[config.mk]
export PLATFORM = sky130hd
export DESIGN_NAME = pc_sequencer
export DESIGN_NICKNAME = d
export VERILOG_FILES = /design/src/rtl/fetch_pkg.sv /design/src/rtl/muxNby2to1.sv /design/src/rtl/next_pc_select.sv /design/src/rtl/pc_sequencer.sv
export SDC_FILE = /design/constraint.sdc
export NUM_CORES = 1
export LEC_CHECK = 0
export BUFFER_PORTS_ARGS = -buffer_cell sky130_fd_sc_hd__buf_4
export CORE_MARGIN = 2
export CORE_UTILIZATION = 42
export DETAILED_ROUTE_END_ITERATION = 12
export PLACE_DENSITY = 0.78
export REMOVE_ABC_BUFFERS = 1
export SYNTH_ARGS = -nofsm -noshare
export SYNTH_HDL_FRONTEND = slang
export SYNTH_SLANG_ARGS = --single-unit
[constraint.sdc]
create_clock -name clk -period 2.2 [get_ports clk]
set_clock_uncertainty 0.2 [all_clocks]
set_input_delay 0.33 -clock clk [delete_from_list [all_inputs] [get_ports clk]]
set_output_delay 0.33 -clock clk [all_outputs]
set_load 0.005 [all_outputs]
[src/rtl/fetch_pkg.sv]
// Shared types for the instruction-fetch sequencer: FSM state encoding,
// next-PC select encoding and the redirect priority function.
package fetch_pkg;

  localparam int DEFAULT_ADDR_W = 30;

  typedef enum logic [1:0] {
    BOOT   = 2'd0,
    FETCH  = 2'd1,
    HOLD   = 2'd2,
    BUBBLE = 2'd3
  } state_t;

  typedef enum logic [1:0] {
    SEL_SEQ = 2'd0,
    SEL_BR  = 2'd1,
    SEL_J   = 2'd2,
    SEL_JR  = 2'd3
  } sel_t;

  // jr beats jump beats branch; SEL_SEQ means no redirect requested.
  function automatic sel_t redirect_sel(input logic jr, input logic jump,
                                        input logic branch_taken);
    sel_t s;
    s = SEL_SEQ;
    if (jr) begin
      s = SEL_JR;
    end else if (jump) begin
      s = SEL_J;
    end else if (branch_taken) begin
      s = SEL_BR;
    end
    return s;
  endfunction

endpackage

[src/rtl/muxNby2to1.sv]
// N-bit 2-to-1 multiplexer: y = sel ? in1 : in0.
module muxNby2to1 #(
  parameter int N = 30
) (
  input  logic [N-1:0] in0,
  input  logic [N-1:0] in1,
  input  logic         sel,
  output logic [N-1:0] y
);

  assign y = sel ? in1 : in0;

endmodule

[src/rtl/next_pc_select.sv]
// Combinational next-PC word chain: (sequential/branch) -> jump -> jr,
// each stage a 2-to-1 mux so a later stage overrides an earlier one.
module next_pc_select
  import fetch_pkg::*;
#(
  parameter int ADDR_W = DEFAULT_ADDR_W
) (
  input  logic [ADDR_W-1:0] pc_word,
  input  logic [ADDR_W-1:0] branch_target,
  input  logic [25:0]       jump_target,
  input  logic [ADDR_W-1:0] jr_word,
  input  sel_t              sel,
  output logic [ADDR_W-1:0] next_word
);

  logic [ADDR_W-1:0] pc_seq;
  logic [ADDR_W-1:0] jump_word;
  logic [ADDR_W-1:0] stage_br;
  logic [ADDR_W-1:0] stage_j;

  // Wraps naturally at the top of the word-address space.
  assign pc_seq    = pc_word + 1'b1;
  assign jump_word = {pc_seq[ADDR_W-1:26], jump_target};

  muxNby2to1 #(.N(ADDR_W)) u_mux_br (
    .in0 (pc_seq),
    .in1 (branch_target),
    .sel (sel == SEL_BR),
    .y   (stage_br)
  );

  muxNby2to1 #(.N(ADDR_W)) u_mux_j (
    .in0 (stage_br),
    .in1 (jump_word),
    .sel (sel == SEL_J),
    .y   (stage_j)
  );

  muxNby2to1 #(.N(ADDR_W)) u_mux_jr (
    .in0 (stage_j),
    .in1 (jr_word),
    .sel (sel == SEL_JR),
    .y   (next_word)
  );

endmodule

[src/rtl/pc_sequencer.sv]
// Instruction-fetch controller: owns the PC word register, sequences fetch
// against imem readiness/stall and inserts a one-cycle bubble on redirects.
module pc_sequencer
  import fetch_pkg::*;
#(
  parameter logic [31:0] RESET_VECTOR = 32'h0000_0000,
  parameter int          ADDR_W       = DEFAULT_ADDR_W
) (
  input  logic              clk,
  input  logic              reset,
  input  logic              imem_ready,
  input  logic              stall,
  input  logic              branch_taken,
  input  logic [ADDR_W-1:0] branch_target,
  input  logic              jump,
  input  logic [25:0]       jump_target,
  input  logic              jr,
  input  logic [31:0]       jr_addr,
  output logic [31:0]       pc_out,
  output logic [31:0]       pc_plus4,
  output logic              fetch_valid,
  output logic              misalign,
  output state_t            fsm_state
);

  // Handshake: a fetch at pc_out is offered while fetch_valid=1 and is
  // consumed on a rising edge where imem_ready=1 and stall=0; otherwise the
  // same pc_out is re-offered. A redirect overrides both and drops the offer.

  state_t            state_q, state_next;
  logic [ADDR_W-1:0] pc_word, pc_next;
  logic              fetch_valid_q, misalign_q, misalign_next;
  logic [ADDR_W-1:0] sel_word;
  sel_t              sel;
  logic              redirect;

  assign sel      = redirect_sel(jr, jump, branch_taken);
  assign redirect = (sel != SEL_SEQ);

  next_pc_select #(.ADDR_W(ADDR_W)) u_next_pc_select (
    .pc_word       (pc_word),
    .branch_target (branch_target),
    .jump_target   (jump_target),
    .jr_word       (jr_addr[ADDR_W+1:2]),
    .sel           (sel),
    .next_word     (sel_word)
  );

  always_comb begin
    state_next    = state_q;
    pc_next       = pc_word;
    misalign_next = 1'b0;
    case (state_q)
      BOOT: begin
        state_next = FETCH;
      end
      FETCH, HOLD: begin
        if (redirect) begin
          pc_next       = sel_word;
          state_next    = BUBBLE;
          misalign_next = jr && (jr_addr[1:0] != 2'b00);
        end else if (imem_ready && !stall) begin
          pc_next    = sel_word;
          state_next = FETCH;
        end else begin
          state_next = HOLD;
        end
      end
      BUBBLE: begin
        // A redirect here reloads the target and keeps the bubble one more cycle.
        if (redirect) begin
          pc_next       = sel_word;
          state_next    = BUBBLE;
          misalign_next = jr && (jr_addr[1:0] != 2'b00);
        end else begin
          state_next = FETCH;
        end
      end
      default: begin
        state_next = BOOT;
      end
    endcase
  end

  always_ff @(posedge clk) begin
    if (!reset) begin
      state_q       <= BOOT;
      pc_word       <= RESET_VECTOR[ADDR_W+1:2];
      fetch_valid_q <= 1'b0;
      misalign_q    <= 1'b0;
    end else begin
      state_q       <= state_next;
      pc_word       <= pc_next;
      fetch_valid_q <= (state_next == FETCH) || (state_next == HOLD);
      misalign_q    <= misalign_next;
    end
  end

  assign pc_out      = {pc_word, 2'b00};
  assign pc_plus4    = {pc_word, 2'b00} + 32'd4;
  assign fetch_valid = fetch_valid_q;
  assign misalign    = misalign_q;
  assign fsm_state   = state_q;

endmodule

# Word level (Yosys, flattened, before mapping)

Cells that the tools add are included.

Add/sub/neg operators: 2
Multipliers: 0
Div/mod/pow operators: 0
Order comparisons: 0
Eq/ne operators: 10
Shift operators: 0
Mux-type cells: 14
Bitwise logic cells: 0
Reduce and logical (&&, ||, !) cells: 12

Operators by type and width:

| cell                                          | number |
|---|---|
| 2-to-1 mux 30 bit                             | 6 |
| case mux 30 bit (2 select lines)              | 1 |
| adder 32 x 3 -> 32 bit, second input constant | 1 |
| adder 30 x 1 -> 30 bit, second input constant | 1 |
| == test 2 bit, second input constant          | 5 |
| 2-to-1 mux 2 bit                              | 5 |
| == test 2 x 1 -> 1 bit, second input constant | 3 |
| case mux 2 bit (3 select lines)               | 1 |
| AND reduction 3 bit                           | 2 |
| nonzero test 2 bit                            | 3 |
| != test 3 bit, second input constant          | 1 |
| OR reduction 3 bit                            | 1 |
| logical AND 1 bit                             | 2 |
| logical NOT 2 bit                             | 1 |
| != test 2 bit, second input constant          | 1 |
| OR reduction 2 bit                            | 1 |
| logical NOT 1 bit                             | 1 |
| logical OR 1 bit                              | 1 |
| 2-to-1 mux 1 bit                              | 1 |

Bits in registers: 34
Latch bits: 0
Memory bits (writable): 0
Memory bits (read-only): 0
Input port bits: 95
Output and inout bits: 68
Word-level logic and storage cells: 42
Memories kept: 0

# Logic depth before layout (Yosys ltp)

Depth after elaboration: 10
Gate-level depth with buffers: 7
Gate-level depth less buffers: 6

# Cells and area by module

Synthesis repeated with hierarchy kept, for this count alone.

Cell total of the unflattened synthesis: 444
Area, all modules: 4136.5 µm²

By module, submodules not included:

| module         | times used | cells each | area an instance (µm²) | sequential area each (µm²) |
|---|---|---|---|---|
| pc_sequencer   | 1          | 251        | 2037.0                 | 680.7 |
| muxNby2to1     | 3          | 33         | 484.2                  | 0.0 |
| next_pc_select | 1          | 94         | 646.9                  | 0.0 |

# Least setup slack after synthesis

No wires, ideal clock.

Path kind: flip-flop to output port
Start: register pc_word[4]
End: output port pc_plus4[23]
Arrival: 1.915 ns
Required time: 1.670 ns
Path slack: -0.245 ns
Cell stages (with the launch flop): 7
Path buffers: 2
Cell sequence: dfxtp_1 buf_2 nand4_4 or4_4 buf_6 o31a_1 or2_1

Cells in the longest elaborated chain, start to end: 1

Ends and longest elaborated chain:

| item                     | line                | source |
|---|---|---|
| start: declaration       | pc_sequencer.sv:31  | `logic [ADDR_W-1:0] pc_word, pc_next;` |
| start signal: assignment | pc_sequencer.sv:88  | `pc_word <= RESET_VECTOR[ADDR_W+1:2];` |
| start signal: assignment | pc_sequencer.sv:93  | `pc_word <= pc_next;` |
| adder 32 x 3 -> 32 bit   | pc_sequencer.sv:100 | `assign pc_plus4 = {pc_word, 2'b00} + 32'd4;` |
| end: declaration         | pc_sequencer.sv:20  | `output logic [31:0] pc_plus4,` |

Every way passes these cells.

# Worst setup path in the final report

Start: register pc_word[11]
End: output port pc_plus4[23]

The elaborated chain is that of the path after synthesis.

==> metrics.cfg <==
[global_route]
gr-usage-met3_pct = 4.90
top_usage_layer = met2
met1_usage_pct = 42.2
use_met2_pct = 54.8
track_usage_pct = 32.9
grt_pass1_vias = 4516
grt_max_degree = 55
grt_pass1_wl_um = 22300
antenna_found_initial = 0
gr-total-overflow = 0

[drt]
ant_nets = 0
wl_per_cell_um = 18.9
viasPerCell = 6.02
vias = 4767
drt-initial-drc-count = 384
totalWireLength_um = 15000
dr.pass1.iters = 5
route.detailed.drc = 0

[yosys]
synth_top_area_cell = dfxtp_1
synth_edf_count = 0
synth-main-ff-cell = dfxtp_1
synth_cell_types = 59
ys_warn_count = 0
yosysSeqAreaShare_pct = 21.1
synth_top_area_share_pct = 21.1
ys_ff_latch = 34
syn_area_um2 = 3220
avgSynthCellArea_um2 = 7.10
synthTopCellsByArea = dfxtp_1 21%, nand2_1 6.6%, a21oi_1 5.6%, o21ai_0 4.3%, nand3_1 4.2%
syn_inst = 454
async_reset_ff_share_pct = 0

[power]
powerDensity_nw_per_um2 = 541
vdd_drop_max_mv = 0.331
p_leak_nw = 2.75

[floorplan]
core.rowCount = 31
io_pins = 163
dieWidth_um = 91.6
initial_core_util_pct = 43.9
die_y_um = 91.6
core_area_um2 = 7330
die_area_um2 = 8390

[cts]
cts_buffer_depth = 2
cts_hold_buf = 0
clock-root-buffer = clkbuf_8
cts_tree = yes
clkSlewWorstSetupHoldPaths_ns = 0.08
clock_sinks = 34
htree_levels = 2
clkLatencyLatePin_ns = 0.29
numCtsBuffers = 5

[setup_path]
reg2regPathDepth = 11
worst-r2r-setup-slack_ns = -0.28
worstPathRequired_ns = 1.67
r2r-start = pc_word[11]$_SDFFE_PN0P_
path_class = register to output port
r2r_end = pc_word[24]$_SDFFE_PN0P_
cp_max_fo = 5
crit_path_start_kind = register
critPathMaxStageDelay_ns = 0.66
slowest_stage = or4_4
worstPathArrival_ns = 2.16
path_cells = nand4_1 -> or4_4 -> o31a_1 -> or2_1 -> buf_4
crit_path_end_kind = output port

[timing]
setup_viol_count_final = 30
fin_ws_ns = -0.489
worstMarginPinSlew_ns = 0.580
slew_headroom_pct = 61.3
fmax_ghz = 0.372
hold_slack_ns = 0.0827
final_hold_viol_count = 0
slew_violations = 0
fin_crit_sh_pct = 122
rsz0062_at_grt = true
period_needed_ns = 2.69
tns_ns = -7.32

[finish]
fin_nets = 790
syn2layout_area_growth_pct = 81.0
drive_above_1_share_pct = 51.5
diodes = 0
fillers = 488

[status]
violations = negative setup slack
status = complete, but fails checks

[placement]
hpwl_um = 9740
gp_congestion = 0.932
io_buffer_count = 158

[job]
drv_cap = 0

[min_path]
worstHoldPathCells = 3
hold_path_end = misalign$_SDFF_PN0_
min_from = jr_addr[0]
hp-class = primary input to register

==> metrics by stage <==
| stage | worst slack (ns) | power [mW] | area [um^2] | std cells | util (%) |
|---|---|---|---|---|---|
| after floorplan | -0.356 | 1.42 | 3030 | 412 | - |
| after global placement | -0.170 | 2.34 | 4960 | 747 | 67.7 |
| after detailed placement | -0.206 | 2.37 | 4960 | 747 | 67.7 |
| after CTS | -0.417 | 3.03 | 5580 | 779 | 76.1 |
| after global routing | -0.574 | 3.30 | 5830 | 792 | 79.5 |
| final | -0.489 | 3.15 | 5830 | 792 | 79.5 |
==> placed cells by master (no fill, tap or decap), types with 9 or more instances in the layout <==
cell,netlist,final
nor4_4,3,11
a21oi_1,36,34
nand2_1,57,52
xor2_1,10,9
o21ai_0,28,26
a211oi_1,13,12
dfxtp_1,34,22
a31oi_1,10,10
buf_6,1,13
nor2_1,24,20
buf_4,5,254
nand3_1,27,21
inv_1,14,14
xnor2_1,15,11
==> final cells by class <==
cell class / count / area [um^2] / share of cell area (%)
inverter: 14 / 52.6 / 0.901
tap: 99 / 124 / 2.12
timing repair buffer: 272 / 2150 / 36.8
clock inverter: 1 / 30.0 / 0.515
multi-input combinational: 365 / 2690 / 46.2
clock buffer: 7 / 76.3 / 1.31
sequential: 34 / 706 / 12.1
==> synth_stat cells (all sizes together) (3+ instances only) <==
cell type   n
nand2      57
a21oi      37
dfxtp      34
clkbuf     29
o21ai      29
nand3      27
nor2       24
buf        16
nor4       15
xnor2      15
inv        14
a211oi     13
a31oi      10
nor3       10
xor2       10
and3        8
nand2b      8
nand4       8
o211ai      8
mux2i       7
or3b        7
a221oi      6
a311oi      5
nor2b       5
a211o       4
and4        4
nor3b       4
o221a       4
o221ai      4
o31a        4
a2111oi     3
ha          3
or2         3
==> what timing repair did <==
item	4_1_cts	5_1_grt
gates resized for setup	76	33
cloned	1	0
setup endpoints to repair	32	37
pin swaps	40	40
buffers inserted	25	15
==> worst max path at each step <==
stage,from,endpoint,slack [ns],cells past startpoint
2_1_floorplan,fsm_state[0]$_SDFF_PN0_,pc_word[14]$_SDFFE_PN0P_,-0.36,6
3_3_place_gp,pc_word[7]$_SDFFE_PN0P_,pc_plus4[30],-0.17,6
3_5_place_dp,pc_word[7]$_SDFFE_PN0P_,pc_plus4[29],-0.21,6
4_1_cts,pc_word[13]$_SDFFE_PN0P_,pc_plus4[30],-0.42,6
5_1_grt,pc_word[11]$_SDFFE_PN0P_,pc_plus4[31],-0.57,6
6_report,pc_word[11]$_SDFFE_PN0P_,pc_plus4[23],-0.49,5
==> metal layers <==
metal | up-vias | wire (um) | share of wire, %
met5 | - | 0 | 0
met4 | 0 | 649 | 4.3
met3 | 71 | 1270 | 8.5
met2 | 316 | 7210 | 48
met1 | 2226 | 5850 | 39
li1 | 2154 | - | -
==> registers in the layout (all words and copies together) (netlist names) <==
name / count
misalign: 1
fetch_valid: 1
pc_word: 30
fsm_state: 2
==> power breakdown <==
group / internal, mW / switching, mW
Sequential: 0.733 / 0.0999
Clock: 0.339 / 0.249
Combinational: 0.896 / 0.834
Total: 1.97 / 1.18
==> cells by family after synthesis <==
logic type / Yosys count / share of synthesized area (%)
adders and majority gates: 3 / 1.17
AOI/OAI and AO/OA: 137 / 28.2
other: 1 / 0.116
DFF: 34 / 21.1
buffers and inverters: 59 / 8.00
xor gates and xnor gates: 25 / 6.80
muxes: 7 / 2.17
and+or+nand+nor: 188 / 32.4
==> worst max-delay path: cells and delay by family (launching register included) <==
family | cells | cell delay [ns]
DFF | 1 | 0.35
buffers and inverters | 1 | 0.14
AOI/OAI and AO/OA | 1 | 0.29
and+or+nand+nor | 3 | 1.09
Note: power is estimated with default switching activity, not from simulation.
